==> config.mk <==
export PLATFORM = sky130hd
export DESIGN_NAME = coordinate_transmitter
export DESIGN_NICKNAME = d
export VERILOG_FILES = /design/src/rtl/coordinate_transmitter.sv
export SDC_FILE = /design/constraint.sdc
export NUM_CORES = 1
export LEC_CHECK = 0
export CAP_MARGIN = 20
export CORE_ASPECT_RATIO = 1.4
export CORE_MARGIN = 2
export CORE_UTILIZATION = 35
export CTS_BUF_LIST = sky130_fd_sc_hd__clkbuf_8
export DETAILED_ROUTE_END_ITERATION = 12
export PLACE_DENSITY = 0.58
export SKIP_CTS_REPAIR_TIMING = 1
export SKIP_LAST_GASP = 1
export SYNTH_ARGS = -nofsm -noshare
export SYNTH_HDL_FRONTEND = slang
export SYNTH_SLANG_ARGS = --single-unit
==> constraint.sdc <==
create_clock -name clk -period 2.31 [get_ports clk]
set_input_delay 0.3465 -clock clk [delete_from_list [all_inputs] [get_ports clk]]
set_output_delay 0.3465 -clock clk [all_outputs]
set_load 0.01 [all_outputs]
==> src/rtl/coordinate_transmitter.sv <==
`default_nettype none
// ============================================================================
// Module      : coordinate_transmitter
// Description : Sends the current (x, y) coordinate pair as a six-byte ASCII
//               frame over an 8N1 UART line: 'X', digit(x), 'Y', digit(y),
//               CR, LF.  A frame is started by an explicit send request, by a
//               request parked while a frame was in flight, or (optionally)
//               automatically whenever the coordinates differ from those
//               carried by the last frame.
// Revision    : 1.0 - initial release
// ----------------------------------------------------------------------------
// Parameters
//   CLKS_PER_BIT : clk cycles per UART bit (87 -> 115200 baud at 10 MHz)
//   AUTO_SEND    : 1 = start a frame when {x,y} differs from last sent pair
// Ports
//   clk   in   1  system clock, all state on rising edge
//   reset in   1  asynchronous active-low reset
//   x     in   8  current x coordinate
//   y     in   8  current y coordinate
//   send  in   1  one-cycle frame request
//   tx    out  1  UART transmit line, idle high, LSB first
//   busy  out  1  high from the first start bit through the last stop bit
//   done  out  1  one-cycle pulse as the frame completes
// ============================================================================
module coordinate_transmitter #(
    parameter int CLKS_PER_BIT = 87,
    parameter int AUTO_SEND    = 1
) (
    input  logic       clk,
    input  logic       reset,
    input  logic [7:0] x,
    input  logic [7:0] y,
    input  logic       send,
    output logic       tx,
    output logic       busy,
    output logic       done
);

    // ------------------------------------------------------------------------
    // Constants
    // ------------------------------------------------------------------------
    localparam int               CNT_W     = (CLKS_PER_BIT > 1) ? $clog2(CLKS_PER_BIT) : 1;
    localparam logic [CNT_W-1:0] BAUD_LAST = CNT_W'(CLKS_PER_BIT - 1);
    localparam logic [CNT_W-1:0] BAUD_ONE  = CNT_W'(1);

    localparam logic [2:0] LAST_BYTE = 3'd5;
    localparam logic [2:0] LAST_BIT  = 3'd7;

    localparam logic [1:0] ST_IDLE  = 2'd0;
    localparam logic [1:0] ST_START = 2'd1;
    localparam logic [1:0] ST_DATA  = 2'd2;
    localparam logic [1:0] ST_STOP  = 2'd3;

    localparam logic [7:0] CH_X  = 8'h58;
    localparam logic [7:0] CH_Y  = 8'h59;
    localparam logic [7:0] CH_CR = 8'h0D;
    localparam logic [7:0] CH_LF = 8'h0A;
    localparam logic [7:0] CH_Q  = 8'h3F;
    localparam logic [7:0] CH_0  = 8'h30;

    // ------------------------------------------------------------------------
    // State
    // ------------------------------------------------------------------------
    logic [1:0]       state_q,    state_d;
    logic [CNT_W-1:0] baud_q,     baud_d;
    logic [2:0]       bit_idx_q,  bit_idx_d;
    logic [2:0]       byte_idx_q, byte_idx_d;
    logic [7:0]       x_snap_q,   x_snap_d;
    logic [7:0]       y_snap_q,   y_snap_d;
    logic             pending_q,  pending_d;
    logic             tx_q,       tx_d;
    logic             busy_q,     busy_d;
    logic             done_q,     done_d;

    // ------------------------------------------------------------------------
    // Combinational helpers
    // ------------------------------------------------------------------------
    logic       w_baud_last;
    logic       w_coord_changed;
    logic       w_auto_trig;
    logic       w_start;
    logic [2:0] w_next_bit;
    logic [7:0] w_cur_byte;

    // Single decimal digit in ASCII; anything outside 0..9 is shown as '?'.
    function automatic logic [7:0] ascii_digit(input logic [7:0] v);
        if (v <= 8'd9) begin
            ascii_digit = CH_0 + v;
        end else begin
            ascii_digit = CH_Q;
        end
    endfunction

    assign w_baud_last     = (baud_q == BAUD_LAST);
    assign w_next_bit      = bit_idx_q + 3'd1;

    // The snapshot doubles as the "last sent" pair, so an auto frame fires
    // only when the live inputs have moved away from what was transmitted.
    assign w_coord_changed = ({x, y} != {x_snap_q, y_snap_q});
    assign w_auto_trig     = (AUTO_SEND != 0) && w_coord_changed;

    // Any combination of triggers in the same idle cycle starts one frame.
    assign w_start         = (state_q == ST_IDLE) && (send || pending_q || w_auto_trig);

    // Byte currently on the line, built from the frozen snapshot.
    always_comb begin
        w_cur_byte = CH_LF;
        case (byte_idx_q)
            3'd0:    w_cur_byte = CH_X;
            3'd1:    w_cur_byte = ascii_digit(x_snap_q);
            3'd2:    w_cur_byte = CH_Y;
            3'd3:    w_cur_byte = ascii_digit(y_snap_q);
            3'd4:    w_cur_byte = CH_CR;
            default: w_cur_byte = CH_LF;
        endcase
    end

    // ------------------------------------------------------------------------
    // Next-state logic
    // ------------------------------------------------------------------------
    // tx is registered and is loaded with the value of the bit being entered,
    // so every transition below also decides what the line shows next.
    always_comb begin
        state_d    = state_q;
        baud_d     = baud_q;
        bit_idx_d  = bit_idx_q;
        byte_idx_d = byte_idx_q;
        x_snap_d   = x_snap_q;
        y_snap_d   = y_snap_q;
        pending_d  = pending_q;
        tx_d       = tx_q;
        busy_d     = busy_q;
        done_d     = 1'b0;

        // Requests arriving mid-frame collapse into a single parked request.
        if ((state_q != ST_IDLE) && send) begin
            pending_d = 1'b1;
        end

        case (state_q)
            ST_IDLE: begin
                tx_d = 1'b1;
                if (w_start) begin
                    state_d    = ST_START;
                    baud_d     = '0;
                    bit_idx_d  = '0;
                    byte_idx_d = '0;
                    x_snap_d   = x;
                    y_snap_d   = y;
                    pending_d  = 1'b0;
                    tx_d       = 1'b0;
                    busy_d     = 1'b1;
                end
            end

            ST_START: begin
                if (w_baud_last) begin
                    state_d   = ST_DATA;
                    baud_d    = '0;
                    bit_idx_d = '0;
                    tx_d      = w_cur_byte[0];
                end else begin
                    baud_d = baud_q + BAUD_ONE;
                end
            end

            ST_DATA: begin
                if (w_baud_last) begin
                    baud_d = '0;
                    if (bit_idx_q == LAST_BIT) begin
                        state_d = ST_STOP;
                        tx_d    = 1'b1;
                    end else begin
                        bit_idx_d = w_next_bit;
                        tx_d      = w_cur_byte[w_next_bit];
                    end
                end else begin
                    baud_d = baud_q + BAUD_ONE;
                end
            end

            ST_STOP: begin
                if (w_baud_last) begin
                    baud_d = '0;
                    if (byte_idx_q == LAST_BYTE) begin
                        // Returning to idle guarantees at least one high cycle
                        // before any back-to-back frame.
                        state_d    = ST_IDLE;
                        byte_idx_d = '0;
                        bit_idx_d  = '0;
                        tx_d       = 1'b1;
                        busy_d     = 1'b0;
                        done_d     = 1'b1;
                    end else begin
                        state_d    = ST_START;
                        byte_idx_d = byte_idx_q + 3'd1;
                        bit_idx_d  = '0;
                        tx_d       = 1'b0;
                    end
                end else begin
                    baud_d = baud_q + BAUD_ONE;
                end
            end

            default: begin
                state_d    = ST_IDLE;
                baud_d     = '0;
                bit_idx_d  = '0;
                byte_idx_d = '0;
                tx_d       = 1'b1;
                busy_d     = 1'b0;
            end
        endcase
    end

    // ------------------------------------------------------------------------
    // Registers
    // ------------------------------------------------------------------------
    // The asynchronous reset drives tx high at once, abandoning any frame.
    always_ff @(posedge clk or negedge reset) begin
        if (!reset) begin
            state_q    <= ST_IDLE;
            baud_q     <= '0;
            bit_idx_q  <= '0;
            byte_idx_q <= '0;
            x_snap_q   <= '0;
            y_snap_q   <= '0;
            pending_q  <= 1'b0;
            tx_q       <= 1'b1;
            busy_q     <= 1'b0;
            done_q     <= 1'b0;
        end else begin
            state_q    <= state_d;
            baud_q     <= baud_d;
            bit_idx_q  <= bit_idx_d;
            byte_idx_q <= byte_idx_d;
            x_snap_q   <= x_snap_d;
            y_snap_q   <= y_snap_d;
            pending_q  <= pending_d;
            tx_q       <= tx_d;
            busy_q     <= busy_d;
            done_q     <= done_d;
        end
    end

    assign tx   = tx_q;
    assign busy = busy_q;
    assign done = done_q;

endmodule
`default_nettype wire

==> qor.yml <==
layout:
  ff_latch_area_um2: 877
  final_cell_mix: "dfrtp_1 (34), clkdlybuf4s50_1 (21), buf_4 (20), nand2_1 (19), o21ai_0 (19)"
  syn2layout_area_growth_pct: 23.4
  drive_above_1_share_pct: 19.9
  diodes: 0
  final_common_cell: "dfrtp_1"
  nNetsFinal: 313
  multiInputGateArea_mm2: 0.00133
  fillerInstances: 615
  postLayoutCellArea_mm2: 0.00282
yosys:
  synth_simple_gate_area_share_pct: 18.6
  synth-async-reset-ratio_pct: 100
  synth_compound_area_share_pct: 17.1
  ys_types: 52
  synth_area_mm2: 0.00229
  avgSynthCellArea_um2: 9.52
  synth-adder-area-share_pct: 7.12
  synth_fp_nets: 272
  synth-main-ff-cell: "dfrtp_1"
  synth-xor-area-share_pct: 6.51
  synth_edf_count: 0
  synthMuxAreaShare_pct: 8.32
  ys_warn_count: 0
  synthCells: 240
  ys_ff_latch: 35
  ys_seq_area_share_pct: 38.4
  synth_top_family_by_area: "simple AND/OR/NAND/NOR gates"
sta:
  finalWorstSetupSlack_ns: 0.0469
  finalHoldViolCount: 0
  maxSlewViolCount: 0
  tightest_slew_ns: 0.458
  setup_viol: 0
  holdWs_ns: 0.473
  finalCriticalPeriod_ns: 2.26
  finalClockSkew_ns: 0.00623
  slew_headroom_pct: 69.5
  rsz0062_at_grt: "no"
  clock.fmax_mhz: 442
  fin_crit_sh_pct: 98.0
critical_path:
  start_kind: "flop"
  slowest_stage: "o41a_1"
  crit_fanout: 4
  cp.required_ns: 2.53
  reg2reg_from: "y_snap_q[5]"
  cp-end-kind: "flop"
  critical_path_class: "flop to flop"
  ff2ff_setup_slack_ns: 0.05
  crit_end: "tx"
  crit_path_cell_trace: "inv_1, ha_1, o211a_1, o41a_1, nor3_1, o31ai_1, a221oi_2, o21ai_1"
  slowest_delay_ns: 0.45
  r2r_end: "tx"
  startpoint: "y_snap_q[5]"
  rr_worst_depth: 8
  critPathArrivalTime_ns: 2.48
power_and_ir_drop:
  vdd_ir_drop_max_v: 0.000353
  p_int_mw: 2.06
  p_sw_mw: 1.47
  seqPwrFrac_pct: 31.9
  pwr-share-clk_pct: 12.3
  p_total_mw: 3.53
  combPwrFrac_pct: 55.9
  switching_share_pct: 41.6
  p_leak_nw: 1.21
  power.density_mw_per_mm2: 1250
floorplan:
  io_pins: 22
  core_area_mm2: 0.00625
  dieHeight_um: 99.6
  initial_core_util_pct: 36.6
  die-area_mm2: 0.00720
  die_w_um: 72.3
  num_rows: 34
placement:
  dpl_cell_area_mm2: 0.00273
  gp_congestion: 0.895
  dp_hpwl_mm: 4.03
  dp_slack_ns: -0.157
  port_buffers: 21
global_routing:
  antenna_found_initial: 0
  grt_pass1_vias: 1886
  grt_pass1_wl_mm: 8.89
  track_usage_pct: 16.0
  overflow: 0
  grt_max_degree: 36
routing:
  viasPerCell: 5.35
  drc: 0
  drtIter0Drc: 62
  drtAntennaViolNets: 0
  vias: 1893
  wl_per_cell_um: 15.2
  routed_wl_mm: 5.37
  first_pass_iters: 4
cts:
  h-tree-depth: 2
  clk_pin_slew_ns: 0.07
  cts_tree: "done"
  clockBufferDepth: 2
  cts.sinks: 35
  clock_latency_ns: 0.29
  numCtsBuffers: 5
  cts_root_buf: "clkbuf_8"
min_path:
  min_path_type: "input pin to asynchronous set/reset pin"
job:
  drv_cap: 0
outcome:
  status: "completed"
## critical path, delay by kind of cell (launching register included)
| family | cells | cell delay, ns |
|---|---|---|
| adder cells (fa/ha/maj) | 1 | 0.21 |
| AO/OA/AOI/OAI | 5 | 1.20 |
| buffers and inverters | 1 | 0.09 |
| flip-flops | 1 | 0.38 |
| AND/OR/NAND/NOR | 1 | 0.31 |
## cell usage after synthesis, types with 2 or more instances
cell / count / area share (%)
nand2_1: 19 / 3.1
xor2_1: 16 / 6.1
o21ai_0: 19 / 4.2
o21a_1: 2 / 0.66
o31ai_1: 4 / 1.3
a221oi_2: 2 / 1.3
nor3_1: 8 / 1.8
nor2b_1: 4 / 1.1
ha_1: 13 / 7.1
inv_1: 15 / 2.5
nand2b_1: 5 / 1.4
nand3_1: 6 / 1.3
dfrtp_1: 34 / 37
nor3b_1: 3 / 0.99
o311ai_0: 2 / 0.77
o22ai_1: 2 / 0.55
buf_2: 2 / 0.44
and3_1: 2 / 0.55
or2_2: 3 / 0.82
o41ai_1: 3 / 1.1
mux2_2: 16 / 7.9
a31oi_1: 2 / 0.55
nor2_1: 11 / 1.8
clkbuf_1: 7 / 1.1
and2_1: 2 / 0.55
a21oi_1: 8 / 1.8
nor4_1: 5 / 1.4
## per-layer routing
metal	global-route usage, %	vias up	part of all wire (%)
li1	-	943	-
met1	17.8	897	41
met2	27.2	34	51
met3	3.14	19	3.0
met4	10.2	0	5.1
met5	0	-	0
## area by class of cell
type	instances	area share, %
Multi-Input combinational cell	181	47.0
Sequential cell	35	31.1
Timing Repair Buffer	43	13.9
Tap cell	72	3.19
Clock buffer	5	2.44
Inverter	15	2.00
Clock inverter	3	0.443
## per-stage QoR
stage	cells	TNS, ns	utilization [%]
final	354	0	45.1
after CTS	354	0	44.9
after floorplan	240	0	-
after global placement	346	-1.75	43.6
after detailed placement	346	-2.43	43.6
after global routing	354	0	45.1
## state kept, by name, summed over array words and instances, names as in the netlist
register / flops
pending_q: 1
tx: 1
byte_idx_q: 3
busy: 1
state_q: 2
bit_idx_q: 3
x_snap_q: 8
done: 1
y_snap_q: 8
baud_q: 7
## logic make-up after synthesis
group / count (synthesis)
AOI/OAI and AO/OA: 57
xor gates and xnor gates: 17
adders and majority gates: 13
buffers and inverters: 24
DFF: 35
muxes: 17
and+or+nand+nor: 77
## power by group through the flow
stage                     Clock, mW  Combinational [mW]  Sequential, mW
after CTS                     0.447                1.95            1.13
after global placement            0                1.92            1.13
after global routing          0.467                2.19            1.17
final                         0.433                1.97            1.12
after detailed placement          0                1.94            1.14
after floorplan                   0                1.30            1.09
## how the worst min path moves through the flow
stage                   to  cells after the start
2_1_floorplan    baud_q[0]                      0
3_3_place_gp     pending_q                      2
3_5_place_dp     pending_q                      2
4_1_cts          pending_q                      2
5_1_grt        x_snap_q[7]                      2
6_report       x_snap_q[7]                      2
(Power assumes the default switching activity.)
